<file path="src/rtl/prog_loader.sv">
// Boot-time program loader: parses a length-prefixed, XOR-checksummed byte frame
// into a 16 x 9-bit instruction store and holds the processor in reset until it verifies.
module prog_loader #(
  parameter int DEPTH = 16,
  parameter int IW    = 9
) (
  input  logic          clk,
  input  logic          rst,
  input  logic          in_valid,
  input  logic [7:0]    in_data,
  output logic          in_ready,
  input  logic          reload,
  input  logic [3:0]    rd_addr,
  output logic [IW-1:0] rd_instr,
  output logic          cpu_rst,
  output logic          loaded,
  output logic          error
);

  typedef enum logic [2:0] {
    S_LEN  = 3'd0,
    S_LO   = 3'd1,
    S_HI   = 3'd2,
    S_CSUM = 3'd3,
    S_RUN  = 3'd4,
    S_ERR  = 3'd5
  } state_t;

  state_t          state_q, state_d;
  logic [3:0]      idx_q, idx_d;
  logic [4:0]      rem_q, rem_d;
  logic [7:0]      csum_q, csum_d;
  logic [7:0]      lo_q, lo_d;
  logic            cpu_rst_q, cpu_rst_d;
  logic            loaded_q, loaded_d;
  logic            error_q, error_d;
  logic [IW-1:0]   mem_q [DEPTH];

  logic            accept;
  logic            mem_we;
  logic [IW-1:0]   mem_wdata;

  assign in_ready  = (state_q == S_LEN) || (state_q == S_LO) ||
                     (state_q == S_HI)  || (state_q == S_CSUM);
  assign accept    = in_valid && in_ready;
  // Only HI[0] is stored; the remaining HI bits still feed the checksum.
  assign mem_wdata = {in_data[IW-9:0], lo_q};

  always_comb begin
    state_d = state_q;
    idx_d   = idx_q;
    rem_d   = rem_q;
    csum_d  = csum_q;
    lo_d    = lo_q;
    mem_we  = 1'b0;

    case (state_q)
      S_LEN: begin
        if (accept) begin
          if ((in_data == 8'd0) || (in_data > 8'(DEPTH))) begin
            state_d = S_ERR;
          end else begin
            rem_d   = in_data[4:0];
            idx_d   = 4'd0;
            csum_d  = in_data;
            state_d = S_LO;
          end
        end
      end
      S_LO: begin
        if (accept) begin
          lo_d    = in_data;
          csum_d  = csum_q ^ in_data;
          state_d = S_HI;
        end
      end
      S_HI: begin
        if (accept) begin
          mem_we  = 1'b1;
          csum_d  = csum_q ^ in_data;
          idx_d   = idx_q + 4'd1;
          rem_d   = rem_q - 5'd1;
          state_d = (rem_q == 5'd1) ? S_CSUM : S_LO;
        end
      end
      S_CSUM: begin
        if (accept) begin
          state_d = (in_data == csum_q) ? S_RUN : S_ERR;
        end
      end
      S_RUN, S_ERR: begin
        if (reload) begin
          state_d = S_LEN;
        end
      end
      default: state_d = S_LEN;
    endcase

    cpu_rst_d = (state_d != S_RUN);
    loaded_d  = (state_d == S_RUN);
    error_d   = (state_d == S_ERR);
  end

  always_ff @(posedge clk or posedge rst) begin
    if (rst) begin
      state_q   <= S_LEN;
      idx_q     <= 4'd0;
      rem_q     <= 5'd0;
      csum_q    <= 8'd0;
      lo_q      <= 8'd0;
      cpu_rst_q <= 1'b1;
      loaded_q  <= 1'b0;
      error_q   <= 1'b0;
    end else begin
      state_q   <= state_d;
      idx_q     <= idx_d;
      rem_q     <= rem_d;
      csum_q    <= csum_d;
      lo_q      <= lo_d;
      cpu_rst_q <= cpu_rst_d;
      loaded_q  <= loaded_d;
      error_q   <= error_d;
    end
  end

  // Reset clears the whole store so the processor only ever sees no-ops before a load.
  always_ff @(posedge clk or posedge rst) begin
    if (rst) begin
      for (int i = 0; i < DEPTH; i++) begin
        mem_q[i] <= '0;
      end
    end else if (mem_we) begin
      mem_q[idx_q] <= mem_wdata;
    end
  end

  assign rd_instr = mem_q[rd_addr];
  assign cpu_rst  = cpu_rst_q;
  assign loaded   = loaded_q;
  assign error    = error_q;

endmodule

</file>
<file path="config.mk">
export PLATFORM = sky130hd
export DESIGN_NAME = prog_loader
export DESIGN_NICKNAME = d
export VERILOG_FILES = /design/src/rtl/prog_loader.sv
export SDC_FILE = /design/constraint.sdc
export NUM_CORES = 1
export LEC_CHECK = 0
export ABC_AREA = 1
export BUFFER_PORTS_ARGS = -buffer_cell sky130_fd_sc_hd__buf_2
export CORE_MARGIN = 5
export CORE_UTILIZATION = 45
export DETAILED_ROUTE_END_ITERATION = 6
export GPL_TIMING_DRIVEN = 1
export PLACE_DENSITY = 0.7
export SLEW_MARGIN = 5
export SYNTH_ARGS = -nofsm -noshare
export SYNTH_HDL_FRONTEND = slang
export SYNTH_SLANG_ARGS = --single-unit
</file>
<file path="constraint.sdc">
create_clock -name clk -period 6.7 [get_ports clk]
set_input_delay 1.005 -clock clk [delete_from_list [all_inputs] [get_ports clk]]
set_output_delay 1.005 -clock clk [all_outputs]
set_load 0.05 [all_outputs]
</file>
[Yosys cells after proc, flatten, opt, wreduce, memory -nomap -nowiden]
Index checks and enable logic that the tools add are counted.
Storage, ports and cells
  register bits: 175
  bits of input ports: 16
  output and inout port bits: 13
  logic and storage cells: 91
Operators by class
  $add $sub $neg: 2
  order comparisons: 4
  equality and inequality tests: 14
  muxes and demuxes: 29
  bitwise operators: 3
  reduce and logical (&&, ||, !) cells: 15
Operators with widths (count)
  $bwmux W144: 1
  $bmux W9 S4: 1
  $demux W9 S4: 1
  $mux W9: 3
  $mux W8: 3
  $mux W3: 6
  $pmux W8 S2: 1
  $mux W5: 3
  $pmux W3 S5: 1
  $eq A3 B3 Y1 const B: 4
  $mux W4: 3
  $ge A5 B5 Y1 const B: 2
  $not A4 Y5: 2
  $pmux W5 S2: 1
  $eq A8 B8 Y1: 1
  $gt A8 B5 Y1 const B: 1
  $logic_not A8 Y1: 1
  $pmux W4 S2: 1
  $reduce_and A4 Y1: 2
  $xor A8 B8 Y8: 1
  $eq A3 B2 Y1 const B: 2
  $ne A2 B2 Y1 const B: 3
  $eq A5 B1 Y1 const B: 1
  $lt A5 B1 Y1 const B: 1
  13 further kinds: 21

[Longest topological paths before layout]
  word-level depth: 8
  gate-level depth with buffers: 10
  gate-level depth less buffers: 10

[Worst setup path before layout]
Ideal clock, no wire load.
  path kind: input -> output
  start: input rd_addr[0]
  end: output rd_instr[8]
  arrival time: 2.342 ns
  required time: 5.695 ns
  setup slack: 3.353 ns
  stages on the path: 7
  path buffers: 3
  path through: clkbuf_1 buf_2 clkbuf_1 a21oi_1 o21ai_0 nand3_1 nand2_1
On the way
  cells in the longest elaborated chain, start to end: 4
Ends and longest elaborated chain
  start: declaration: line 13  | input logic [3:0] rd_addr,
  $not A4 Y5 (implied by the code): line 137  | assign rd_instr = mem_q[rd_addr];
  $bmux W9 S4: line 137
  $mux W9 (implied by the code) (2 in a row): line 137
  end: declaration: line 14  | output logic [IW-1:0] rd_instr,
No other way between the ends. The select of a mux whose other input is x is not followed.

[Worst setup path in the final report]
  start: input rd_addr[0]
  end: output rd_instr[7]
The elaborated chain is that of the path after synthesis.

==> run metrics <==
Critical R2R Launch state_q[0]; cell taking the most area after synthesis dfrtp_1; gpl congestion approximately 0.84; final worst path period share between 60% and 70%; crit end category primary output; TritonCTS Sinks between 150 and 200; height of the die between 100 and 150 um; GR peak layer met2; Top cell by count, worst path nand2_1; Seq cells post-synth 175; root buffer cell clkbuf_16; GRT met3 Usage 3.68%; drt drc 0; CTS H-Tree Depth 4; clk_skew between 9 and 10 ps; hold path startpoint mem_q[18]; mapped cell area ~8600 um2; nets roughly 1100; design area approximately 9300 um2; M2 GR Usage roughly 32%; area of the multi-input gates approximately 3400 um2; kind of critical path input pin to primary output; Reg2Reg Depth 6; Global Route Usage Sum roughly a fifth; num rows 50; VDD IR max between 0.0002 and 0.00025 V; clock buffer depth 2; vias post-DR 6767; Fillers ~1800; ratio of cells with drive above 1 in the final layout 8.42%; WL final 20000 um; setup slack, reg-to-reg ~4500 ps; DRT iter0 DRCs around 330; final setup violation count 0; Tmin final between 4000 and 5000 ps; Min Hold Slack slightly below 500 ps; Placed Cells around 1200; RSZ-0062 raised after global routing no; ANT nets after route 0; CTS Buf Count 17; # hold bufs at CTS 0; fmax about 250 MHz; post-synthesis instance total approximately 1000; die width 148 um; worst path cell trace buf_4, buf_4, nand2_1, o21ai_0, nand2_1, nand2_1, o211ai_1, nand2_1, buf_2; max_cap viols 0; Async S/R FF share, synth between 90% and 100%; Slowest-stage cell, CP buf_4; ANT cells 0; Post-synth EDFFs 0; Initial Util a little under half; Fin. Hold Viols 0; post-DR wirelength/cell between 15 and 20 um; Ports 29; total power draw 3.55 mW; WHS Path Cells 2; Core ar. ~19000 um2; relative slew slack between 30 and 40%; critical path fanouts, max just over 90; most common cell in the netlist nand2_1; status complete, no violations; Worst Hold Class flop to flop; final slew viol count 0; final cell count without fillers 1279; first-pass GRT wire length 33700 um; placed inst area 8720 um2; Yosys warnings 0; WHS Endpoint mem_q[18]; vias in the first global route approximately 6600; share of the synthesized area in the top cell type between 50% and 60%; grt met1 use 25.2%; Die Footprint around 22000 um2; total negative slack 0 ps; CTS tree built; Largest stage delay, worst path 650 ps; Synth cell types 36; PD cells between 300 and 400 nW/um2; Avg Inst Size Synth around 8.2 um2; leakage 4.35 nW; leading post-synthesis cells by cell area dfrtp_1 51%, nand2_1 8.6%, o21ai_0 8.5%; antenna violations before repair 0; worst setup margin between 2000 and 3000 ps; GRT overflow 0; prevailing post-synth register cell dfrtp_1; pre-CTS setup slack between 2000 and 3000 ps; Syn Nets 1065; Clk pin slew, worst setup/hold paths ~70 ps; DP Wirelength roughly 13000 um; crit start category input pin; Worst Path Arrival ~3100 ps; Vias/cell about 5.3; synth cell count leaders 197 x nand2_1, 174 x dfrtp_1, 146 x o21ai_0, 115 x a21oi_1, 109 x inv_1; Worst-Margin Slew between 900 and 1000 ps; post-cts sizing count 0; reg2reg end mem_q[126]; insertion delay of the later-clocked pin in the worst-skew pair 430 ps; Levels on crit path 9; sequential cell area 4380 um2; register area share after synthesis between 50% and 60%; Area growth syn-to-layout 8.49%; I/O Buffers 28; worst endpoint required time around 5700 ps; Core Util, Final 49.6%; largest net degree at the start of global routing 94; DR pass1 iterations 5; Setup Buffers After CTS 0; worst path buffer plus inverter count 3; top cell family by delay on the critical path buffers and inverters
## power by group
part | total [mW] | switching (mW) | internal [mW]
Combinational | 0.991 | 0.686 | 0.306
Sequential | 1.60 | 0.222 | 1.38
Clock | 0.957 | 0.440 | 0.517
Total | 3.55 | 1.35 | 2.20
## tightest hold or removal path: stages, from the launching register on
cell,delay (ps)
dfrtp_1,340
nand2_1,50
o21ai_0,60
## per-layer routing
layer,part of all wire (%),up-vias
met4,2.5,0
met2,48,131
met1,46,3215
met5,0,-
li1,-,3388
met3,3.8,33
## layout by cell type (no fill, tap or decap), types with 2 or more instances in the layout
cell type / n
nand2_1: 197
dfrtp_1: 174
o21ai_0: 146
a21oi_1: 115
inv_1: 108
nor2_1: 98
nand3_1: 61
o211ai_1: 33
buf_2: 27
clkbuf_16: 17
nor2_4: 6
inv_6: 6
ha_1: 6
clkinv_1: 5
clkinvlp_4: 5
buf_4: 5
nor4_4: 4
xor2_1: 3
nand2_2: 3
nand4_1: 3
nor2_8: 3
inv_2: 3
nand2_4: 2
## worst max path at each step
stage / from / endpoint / slack (ps)
4_1_cts: rd_addr[0] / rd_instr[8] / 2680
3_3_place_gp: rd_addr[0] / rd_instr[8] / 2700
2_1_floorplan: rst / csum_q[0] / 950
3_5_place_dp: rd_addr[0] / rd_instr[8] / 2690
6_report: rd_addr[0] / rd_instr[7] / 2650
5_1_grt: rd_addr[0] / rd_instr[8] / 2450
## cell type report
cell class | count | area share, %
flip-flops and latches | 175 | 47.2
well taps | 234 | 3.16
repair buffers | 32 | 1.86
clock buffers | 18 | 4.63
multi-input cells | 690 | 37.0
clock inverters | 13 | 1.38
inverters | 117 | 4.79
## registers in the layout, indices dropped and copies added, names as in the netlist, 3 cells and up
name / cells
idx_q: 4
state_q: 3
csum_q: 8
lo_q: 8
mem_q: 144
rem_q: 5
## logic make-up (layout without fill, tap and decap cells)
family                   Yosys count  in the layout  synth area share (%)
AO/OA/AOI/OAI                    299            299                  18.6
XOR/XNOR                           4              4                 0.410
adder cells (fa/ha/maj)            6              6                 0.878
buffers and inverters            178            180                  8.66
flip-flops                       175            175                  51.2
multiplexers                       1              1                 0.117
AND/OR/NAND/NOR                  380            380                  20.1
Note: power is estimated with default switching activity, not from simulation.
